===== src/rtl/spi_pkg.sv =====
`default_nettype none
// ============================================================================
// Module   : spi_pkg
// Brief    : Shared constants and FSM state type for the SPI register blocks.
// Revision : 1.0 - initial release
// ============================================================================
package spi_pkg;

    localparam int ADDR_W       = 7;
    localparam int CMD_W        = 8;
    localparam int CNT_W        = 6;
    localparam int DEFAULT_NBIT = 8;

    localparam logic RW_WRITE = 1'b1;
    localparam logic RW_READ  = 1'b0;

    typedef enum logic [1:0] {
        IDLE = 2'd0,
        ADDR = 2'd1,
        DATA = 2'd2,
        SKIP = 2'd3
    } state_t;

endpackage
`default_nettype wire


===== src/rtl/spi_edge_sync.sv =====
`default_nettype none
// ============================================================================
// Module   : spi_edge_sync
// Brief    : Oversamples sclk/cs/mosi in the clk domain and detects edges.
// Revision : 1.0 - initial release
// ============================================================================
module spi_edge_sync (
    input  logic clk,
    input  logic rst,
    input  logic sclk,
    input  logic mosi,
    input  logic cs,
    output logic sclk_rise,
    output logic cs_fall,
    output logic cs_high,
    output logic mosi_s
);

    logic [4:0] r_sclk_sync;
    logic [4:0] r_cs_sync;
    logic [2:0] r_mosi_sync;

    always_ff @(posedge clk) begin
        if (rst) begin
            r_sclk_sync <= '0;
            r_cs_sync   <= '0;
            r_mosi_sync <= '0;
        end else begin
            r_sclk_sync <= {r_sclk_sync[3:0], sclk};
            r_cs_sync   <= {r_cs_sync[3:0], cs};
            r_mosi_sync <= {r_mosi_sync[1:0], mosi};
        end
    end

    // mosi tap is two samples deep so it lines up with the sclk rise window
    assign sclk_rise = (r_sclk_sync[2:0] == 3'b001);
    assign cs_fall   = (r_cs_sync[3:1] == 3'b110);
    assign cs_high   = r_cs_sync[2];
    assign mosi_s    = r_mosi_sync[2];

    // Oldest taps are kept for the read block's timing but not consumed here
    logic w_unused;
    assign w_unused = ^{r_sclk_sync[4:3], r_cs_sync[4]};

endmodule
`default_nettype wire


===== src/rtl/block_write_spi.sv =====
`default_nettype none
// ============================================================================
// Module   : block_write_spi
// Brief    : SPI-slave write register; commits an Nbit word on address match.
// Revision : 1.0 - initial release
// ============================================================================
module block_write_spi
    import spi_pkg::*;
#(
    parameter int                Nbit      = DEFAULT_NBIT,
    parameter logic [ADDR_W-1:0] param_adr = 7'd1,
    parameter logic [Nbit-1:0]   RST_VAL   = '0
) (
    input  logic            clk,
    input  logic            rst,
    input  logic            sclk,
    input  logic            mosi,
    input  logic            cs,
    output logic [Nbit-1:0] outport,
    output logic            wr_stb,
    output logic            busy
);

    localparam logic [CNT_W-1:0] c_cmd_cnt  = CNT_W'(CMD_W);
    localparam logic [CNT_W-1:0] c_nbit_cnt = CNT_W'(Nbit);

    logic w_sclk_rise;
    logic w_cs_fall;
    logic w_cs_high;
    logic w_mosi_s;

    state_t           r_state;
    logic [CNT_W-1:0] r_cnt;
    logic [CMD_W-1:0] r_cmd;
    logic [Nbit-1:0]  r_shift;
    logic [Nbit-1:0]  r_outport;
    logic             r_wr_stb;
    logic             r_busy;

    spi_edge_sync u_sync (
        .clk       (clk),
        .rst       (rst),
        .sclk      (sclk),
        .mosi      (mosi),
        .cs        (cs),
        .sclk_rise (w_sclk_rise),
        .cs_fall   (w_cs_fall),
        .cs_high   (w_cs_high),
        .mosi_s    (w_mosi_s)
    );

    always_ff @(posedge clk) begin
        if (rst) begin
            r_state   <= IDLE;
            r_cnt     <= '0;
            r_cmd     <= '0;
            r_shift   <= '0;
            r_outport <= RST_VAL;
            r_wr_stb  <= 1'b0;
            r_busy    <= 1'b0;
        end else begin
            r_wr_stb <= 1'b0;
            // A new frame start beats everything, then an abort by cs release
            if (w_cs_fall) begin
                r_state <= ADDR;
                r_cnt   <= '0;
                r_busy  <= 1'b0;
            end else if (w_cs_high && (r_state != IDLE)) begin
                r_state <= IDLE;
                r_busy  <= 1'b0;
            end else begin
                case (r_state)
                    IDLE: ;
                    ADDR: begin
                        if (r_cnt == c_cmd_cnt) begin
                            if ((r_cmd[CMD_W-1] == RW_WRITE) &&
                                (r_cmd[ADDR_W-1:0] == param_adr)) begin
                                r_state <= DATA;
                                r_cnt   <= '0;
                                r_busy  <= 1'b1;
                            end else begin
                                r_state <= SKIP;
                            end
                        end else if (w_sclk_rise) begin
                            r_cmd <= {r_cmd[CMD_W-2:0], w_mosi_s};
                            r_cnt <= r_cnt + 6'd1;
                        end
                    end
                    DATA: begin
                        if (r_cnt == c_nbit_cnt) begin
                            r_outport <= r_shift;
                            r_wr_stb  <= 1'b1;
                            r_busy    <= 1'b0;
                            r_state   <= SKIP;
                        end else if (w_sclk_rise) begin
                            r_shift <= {r_shift[Nbit-2:0], w_mosi_s};
                            r_cnt   <= r_cnt + 6'd1;
                        end
                    end
                    SKIP: ;
                    default: r_state <= IDLE;
                endcase
            end
        end
    end

    assign outport = r_outport;
    assign wr_stb  = r_wr_stb;
    assign busy    = r_busy;

endmodule
`default_nettype wire


===== config.mk =====
export PLATFORM = sky130hd
export DESIGN_NAME = block_write_spi
export DESIGN_NICKNAME = d
export VERILOG_FILES = /design/src/rtl/spi_pkg.sv /design/src/rtl/spi_edge_sync.sv /design/src/rtl/block_write_spi.sv
export SDC_FILE = /design/constraint.sdc
export NUM_CORES = 1
export LEC_CHECK = 0
export CAP_MARGIN = 20
export CORE_ASPECT_RATIO = 1.2
export CORE_MARGIN = 2
export CORE_UTILIZATION = 50
export DETAILED_ROUTE_END_ITERATION = 6
export PLACE_DENSITY = 0.7
export SYNTH_ARGS = -nofsm -noshare
export SYNTH_HDL_FRONTEND = slang
export SYNTH_SLANG_ARGS = --single-unit

===== constraint.sdc =====
create_clock -name clk -period 4.3 [get_ports clk]
set_clock_uncertainty 0.15 [all_clocks]
set_input_delay 0.86 -clock clk [delete_from_list [all_inputs] [get_ports clk]]
set_output_delay 0.86 -clock clk [all_outputs]
set_load 0.02 [all_outputs]

* Yosys cells after proc, flatten, opt, wreduce, memory -nomap -nowiden
Index checks and enable logic that the tools add are counted.
Storage, ports and cells: output and inout bits 10, logic and storage cells 60, bits in registers 44, input bits 5
Cells by class: add/subtract/negate cells 1, mux-type cells 16, eq/ne operators 13, reduce and logical (&&, ||, !) cells 15, bitwise gates (word level) 4
Operator list (count):
- 2-to-1 mux 6 bit | 4
- one-hot mux 6 bit (2 select lines) | 1
- AND reduction 4 bit | 3
- AND reduction 5 bit | 2
- != test 2 bit, second input constant | 4
- != test 4 x 3 -> 1 bit, second input constant | 2
- equality test 7 x 1 -> 1 bit, second input constant | 1
- 2-to-1 mux 1 bit | 7
- adder 6 x 1 -> 6 bit, second input constant | 1
- equality test 6 x 4 -> 1 bit, second input constant | 1
- AND reduction 3 bit | 2
- 2-to-1 mux 2 bit | 2
- inverter 1 bit | 4
- one-hot mux 2 bit (2 select lines) | 1
- nonzero test 2 bit | 2
- nonzero test 4 bit | 1
- OR reduction 4 bit | 1
- equality test 3 x 1 -> 1 bit, second input constant | 1
- equality test 3 bit, second input constant | 1
- != test 3 bit, second input constant | 1
- OR reduction 3 bit | 1
- equality test 2 x 1 -> 1 bit, second input constant | 1
- equality test 2 bit, second input constant | 1
- logical AND 1 bit | 2
- other kinds (2) | 2

* Logic depth before layout (Yosys ltp)
Gate-level depths: netlist of the first run.
depth after elaboration 7, depth in mapped cells 7, gate-level depth less buffers 6

* Hierarchy
From an unflattened synthesis of the first run, not the netlist that was laid out.
Second synthesis, totals: cells, all modules 171, area, all modules 1726.7 sq um
Modules (own cells, without submodules):
- block_write_spi | area an instance 1447.6 sq um, seq. area each 680.7 sq um, cells an instance 149, times used 1
- spi_edge_sync | area an instance 279.0 sq um, seq. area each 200.2 sq um, cells an instance 22, times used 1

* Worst setup path before layout of the first run
No wires, ideal clock.
path type input port to flip-flop, from in rst, to reg r_shift[1], buffers on the path 2, arrival time 1.452 ns, setup slack 2.570 ns, cell stages on the path 3, setup time 0.128 ns, cells stage by stage clkbuf_1 clkbuf_1 nor2_1
RTL lines:
- start, declared | line block_write_spi.sv:15 | input logic rst,
- end signal, assigned | line block_write_spi.sv:96 | r_shift <= {r_shift[Nbit-2:0], w_mosi_s};
- end, declared | line block_write_spi.sv:35 | logic [Nbit-1:0] r_shift;
No word-level cell between the ends.

* Worst setup path after layout of the first run
from reg r_busy, in the netlist busy, to out busy
RTL lines:
- start, declared | line block_write_spi.sv:38 | logic r_busy;
- start signal, assigned | line block_write_spi.sv:60 | r_busy <= 1'b0;
- start signal, assigned | line block_write_spi.sv:67 | r_busy <= 1'b0;
- start signal, assigned | line block_write_spi.sv:70 | r_busy <= 1'b0;
- end, declared | line block_write_spi.sv:21 | output logic busy
No word-level cell between the ends.

==> flow_summary_export.csv, run 1 <==
group,metric,value,unit
status,outcome,"completed",
power,leakage,0.773,nW
floorplanning,coreArea,3570,sq um
floorplanning,initial_core_util,51.7,%
finish,antennaDiodeCount,0,
synth,yosys.area.top_type,"dfxtp_1",
floorplanning,ios,15,
grt,grt_max_degree,40,
finish,fillers,317,
power,peakVddDrop,282,uV
synth,synthDistinctLibCells,45,
synth,synth_nets,201,
cts,root_buffer,"clkbuf_8",
finish,nets,213,
job,drv_cap,0,
drt,ant_nets,0,
timing,max_freq,439,MHz
setup_path,arrival,1.27,ns
synth,ys_top_cells_by_count,"44 x dfxtp_1, 15 x mux2i_1, 14 x nor2b_1",
finish,fin_util,58.3,%
cts,cts_max_level,2,
synth,yosysMostFrequentCell,"dfxtp_1",
cts,path_clk_slew,0.08,ns
min_path,hold_class,"reg2reg",
synth,netlist_instances,194,
drt,vias,1414,
setup_path,crit_chain,"clkdlybuf4s50_1",
setup_path,crit_family,"buffers and inverters",
timing,min_period_over_period,53.0,%
cts,hold_buffers,0,
grt,grt_pass1_wl,6180,um
synth,ys_ff_latch,44,
synth,yosysSeqAreaShare,47.7,%
floorplanning,rows,24,
synth,synth.top_cell.area_share,47.7,%
placed_design,io_buffer_count,14,
setup_path,critPathCaptureType,"output pin",
synth,yosysWarningCount,0,
drt,drtPass1Iterations,4,
cts,clock_sinks,44,
synth,synth_edf_count,0,
setup_path,worstPathRequired,3.29,ns
drt,viasPerCell,5.75,
drt,route.detailed.drc,0,
timing,rsz0062_at_grt,"false",
cts,cts_inserted_buffers,5,
finish,syn2layout_area_growth,12.7,%
cts,clock_latency,0.30,ns
synth,syn_area,1850,sq um
setup_path,critPathKind,"reg2out",
drt,wl,3530,um
setup_path,worstPathBufferInverterCount,1,
timing,hold_viol_final,0,
timing,finalSetupTns,0,ns
grt,grt_antenna_before_repair,0,
floorplanning,dieArea,4200,sq um
synth,dominantRegCellSynth,"dfxtp_1",
placed_design,dp_hpwl,2480,um
setup_path,start_kind,"flop",
timing,post-route-min-period,2.28,ns
grt,grt.overflow.total,0,
timing,maxSlewViolCount,0,
synth,yosys-top-cells-area,"dfxtp_1 48%, mux2i_1 8.1%, nor2b_1 4.7%",
timing,tightest_slew,0.800,ns
cts,cts.repair.resized,0,
grt,grt_use_total,19.5,%
drt,post_drt_wl_per_cell,14.3,um
timing,max_slew_margin,46.5,%
grt,grt_pass1_vias,1389,
timing,final-setup-viol-count,0,
cts,cts_tree,"done",
floorplanning,fp.dieW,59.5,um
synth,postSynthAreaPerCell,9.52,sq um
setup_path,crit_path_top_delay_cell,"clkdlybuf4s50_1",
cts,cts_buffer_depth,2,
cts,cts_setup_buffers,0,
placed_design,gp_congestion,0.833,
floorplanning,dieHeight,70.6,um
drt,drt-initial-drc-count,46,
setup_path,cp_slowest_stage_delay,0.62,ns
setup_path,cp_max_fo,3,
power,powerDensity,338,nW/um^2
synth,synthArstFlopShare,0,%
finish,drive_above_1_share,7.25,%
[cell families (layout without fill, tap and decap cells)]
kind of cell / after synthesis / count (layout) / synth area share [%]
flip-flops: 44 / 44 / 47.7
buffers and inverters: 12 / 25 / 3.39
AO/OA/AOI/OAI: 31 / 31 / 10.8
AND/OR/NAND/NOR: 89 / 89 / 27.7
adder cells (fa/ha/maj): 2 / 2 / 1.35
multiplexers: 15 / 15 / 8.13
XOR/XNOR: 1 / 1 / 0.881
[layout by cell type (no fill, tap or decap), types with 2 or more instances in the layout]
cell type	Yosys	routed
clkdlybuf4s50_1	0	14
nand2b_1	11	11
a31oi_1	3	3
clkbuf_8	0	6
nor3b_1	3	3
inv_1	2	2
nand3_1	13	13
nand4_1	3	3
nor2_1	12	12
ha_1	2	2
nand2_1	13	13
o21ai_0	6	6
dfxtp_1	44	44
mux2i_1	15	15
nor4_1	4	4
nor2b_1	14	14
a21oi_1	13	13
or2_2	2	2
[worst paths after layout]
path	from	end	slack, ns	cells after the start
worst max-delay path	busy	busy	2.02	1
worst min-delay path	u_sync.r_mosi_sync[0]	u_sync.r_mosi_sync[1]	0.29	1
worst max register to register	r_state[1]	outport[3]	2.10	4
worst min register to register	u_sync.r_mosi_sync[0]	u_sync.r_mosi_sync[1]	0.29	1
[worst reg2reg max path, stage by stage, from the launching register on]
cell and delay (ns):
dfxtp_1 0.49, nor3b_2 0.73, nand3_1 0.45, nand2_1 0.19, a21oi_1 0.08
[state kept, by name, summed over array words and instances (netlist names)]
signal              flops
r_cmd                   8
outport                 8
busy                    1
r_shift                 8
r_cnt                   6
wr_stb                  1
u_sync.r_sclk_sync      3
u_sync.r_cs_sync        4
r_state                 2
u_sync.r_mosi_sync      3
[final cells by class]
cell class	count	area, sq um	area share, %
repair buffers	15	148	7.09
inverters	2	7.51	0.361
clock inverters	1	7.51	0.361
well taps	39	48.8	2.34
flip-flops and latches	44	881	42.3
multi-input cells	138	903	43.4
clock buffers	7	86.3	4.15
[report_power, final]
| group | switching (W) | leakage, nW | total [W] | internal, W |
|---|---|---|---|---|
| logic | 0.0000123 | 0.372 | 0.0000237 | 0.0000114 |
| registers | 0.00000310 | 0.356 | 0.000414 | 0.000411 |
| clock network | 0.000136 | 0.0445 | 0.000267 | 0.000131 |
| total | 0.000151 | 0.773 | 0.000704 | 0.000553 |
[per-stage QoR]
| stage | setup slack [ns] | power [W] | instance area, sq um | hold slack [ns] | instances |
|---|---|---|---|---|---|
| final | 2.02 | 0.000704 | 2080 | 0.292 | 246 |
| after global routing | 1.93 | 0.000734 | 2080 | 0.303 | 246 |
| after CTS | 2.00 | 0.000713 | 2080 | 0.299 | 246 |
| after detailed placement | 1.98 | 0.000447 | 1990 | 0.280 | 238 |
| after global placement | 2.02 | 0.000446 | 1990 | 0.269 | 238 |
| after floorplan | 2.57 | 0.000441 | 1850 | 0.264 | 194 |
[layer usage]
layer  GRT usage [%]  vias to the layer above  part of all wire (%)
met5               0                        -                     0
met4            9.60                        0                   2.6
met3            5.67                        9                   4.3
met2            31.0                       34                    49
met1            23.6                      665                    44
li1                -                      706                     -
Note: power is estimated with default switching activity, not from simulation.
==> run 2: changes to the inputs <==
==> constraint.sdc (replaced) <==
create_clock -name clk -period 2.2 [get_ports clk]
set_clock_uncertainty 0.15 [all_clocks]
set_input_delay 0.44 -clock clk [delete_from_list [all_inputs] [get_ports clk]]
set_output_delay 0.44 -clock clk [all_outputs]
set_load 0.02 [all_outputs]
==> run 2 against run 1 <==
Net effect: sequential cell count unchanged; sequential power grew 96%; worst hold slack improved by 0.0077 ns; non-clock buffer count grew 3; first-iteration DRC count is 6.5% lower; final cell count increased by 1.2%; register-to-register slack lost 1.9 ns; count of clock-buffer cells in the layout shrank 1; via count decreased by 0.42%; wire length is 2.9% higher; clock power increased by 120%; die area did not move; critical path type is now reg2reg; critical endpoint is now r_cnt[4]; largest cell class unchanged.
==> flow_summary_export.csv, run 2 (same netlist as run 1, synthesis figures left out) <==
group,metric,value,unit
finish,antennaDiodeCount,0,
drt,ant_nets,0,
setup_path,worstPathBufferInverterCount,0,
drt,vias,1408,
timing,max_slew_margin,55.0,%
finish,layout_common_cells,"44 x dfxtp_1, 15 x mux2i_1, 14 x nor2b_1, 14 x clkdlybuf4s50_1",
setup_path,crit_family,"simple AND/OR/NAND/NOR gates",
status,outcome,"completed",
floorplanning,dieHeight,70.6,um
timing,finalSetupTns,0,ns
setup_path,critPathKind,"reg2reg",
cts,cts.repair.resized,0,
finish,fin_util,59.6,%
setup_path,critPathCaptureType,"flop",
cts,cts_buffer_depth,2,
setup_path,rrSetupSlack,0.17,ns
grt,grt_use_total,19.8,%
setup_path,cp_slowest_stage_delay,0.49,ns
timing,final-setup-viol-count,0,
power,total_power,0.00146,W
setup_path,rr_startpoint,"r_cnt[3]",
drt,wl,3630,um
setup_path,cp_max_fo,15,
cts,cts_inserted_buffers,5,
grt,grt_pass1_vias,1407,
timing,hold_viol_final,0,
power,powerDensity,686,nW/um^2
timing,max_freq,493,MHz
timing,post-route-min-period,2.03,ns
cts,clock_sinks,44,
placed_design,io_buffer_count,14,
min_path,hold_class,"reg2reg",
cts,root_buffer,"clkbuf_8",
power,seq_power_share,55.4,%
setup_path,worstReg2RegEnd,"r_cnt[4]",
drt,viasPerCell,5.65,
floorplanning,coreArea,3570,sq um
cts,cts_tree,"done",
job,drv_cap,0,
grt,grt_antenna_before_repair,0,
power,peakVddDrop,369,uV
floorplanning,dieArea,4200,sq um
finish,final_cells,249,
timing,min_period_over_period,92.3,%
setup_path,crit_cells,4,
power,sw_frac_of_total,20.1,%
setup_path,crit_chain,"or3b_1 -> nor2_2 -> nor4_1 -> o31a_1",
placed_design,post-place-ws,0.214,ns
setup_path,worstPathRequired,2.24,ns
power,p_int,0.00117,W
floorplanning,rows,24,
power,leakage,0.804,nW
floorplanning,fp.dieW,59.5,um
finish,syn2layout_area_growth,15.4,%
cts,hold_buffers,0,
setup_path,endpoint,"r_cnt[4]",
placed_design,dp_hpwl,2580,um
setup_path,ff2ff_path_depth,4,
setup_path,start_kind,"flop",
power,netSwitchingPower,0.000294,W
setup_path,arrival,2.07,ns
cts,cts_setup_buffers,0,
placed_design,gp_congestion,0.881,
finish,nets,216,
cts,cts_max_level,2,
power,clock_power_share,41.0,%
cts,clock_latency,0.29,ns
placed_design,dp_cells,241,
drt,route.detailed.drc,0,
drt,drtPass1Iterations,4,
grt,grt_pass1_wl,6360,um
power,pwr-share-comb,3.6,%
floorplanning,ios,15,
grt,grt_max_degree,34,
cts,path_clk_slew,0.08,ns
finish,drive_above_1_share,8.57,%
floorplanning,initial_core_util,51.7,%
setup_path,crit_path_top_delay_cell,"nor2_2",
timing,tightest_slew,0.666,ns
drt,drt-initial-drc-count,43,
grt,grt.overflow.total,0,
setup_path,cp-startpoint,"r_cnt[3]",
finish,final_common_cell,"dfxtp_1",
drt,post_drt_wl_per_cell,14.6,um
timing,maxSlewViolCount,0,
timing,rsz0062_at_grt,"false",
timing,setup_ws,0.170,ns
==> run 2: how the worst min path moves through the flow <==
stage | to | cells past startpoint | startpoint | slack [ns]
finish | u_sync.r_cs_sync[1] | 1 | u_sync.r_cs_sync[0] | 0.30
global route | u_sync.r_cs_sync[1] | 1 | u_sync.r_cs_sync[0] | 0.32
detailed placement | u_sync.r_cs_sync[1] | 1 | u_sync.r_cs_sync[0] | 0.28
CTS | u_sync.r_cs_sync[1] | 1 | u_sync.r_cs_sync[0] | 0.30
global placement | u_sync.r_cs_sync[1] | 1 | u_sync.r_cs_sync[0] | 0.28
floorplan | u_sync.r_cs_sync[1] | 1 | u_sync.r_cs_sync[0] | 0.26
==> run 2: power by group through the flow <==
stage	clock network [W]	registers, W	logic (W)
floorplan	0	0.000825	0.0000369
global placement	0	0.000828	0.0000521
detailed placement	0	0.000829	0.0000529
CTS	0.000617	0.000810	0.0000530
global route	0.000647	0.000811	0.0000584
finish	0.000598	0.000810	0.0000528
==> run 2: metrics by stage <==
stage,cell area (sq um),hold WS [ns]
finish,2130,0.300
global route,2130,0.317
CTS,2130,0.301
detailed placement,2020,0.282
global placement,2020,0.282
floorplan,1850,0.264
==> run 2: final cells by class <==
type | instances | area, sq um
timing repair buffer | 18 | 183
tap | 39 | 48.8
clock inverter | 2 | 35.0
clock buffer | 6 | 72.6
fill | 317 | 1440
sequential | 44 | 881
multi-input combinational | 138 | 903
inverter | 2 | 7.51
==> run 2: metal layers <==
layer	wire length [um]	share of wire, %	up-vias	track usage [%]
met5	0	0	-	0
met4	54	1.5	0	8.08
met3	134	3.7	6	4.20
met2	1880	52	33	32.1
met1	1570	43	657	25.2
li1	-	-	712	-
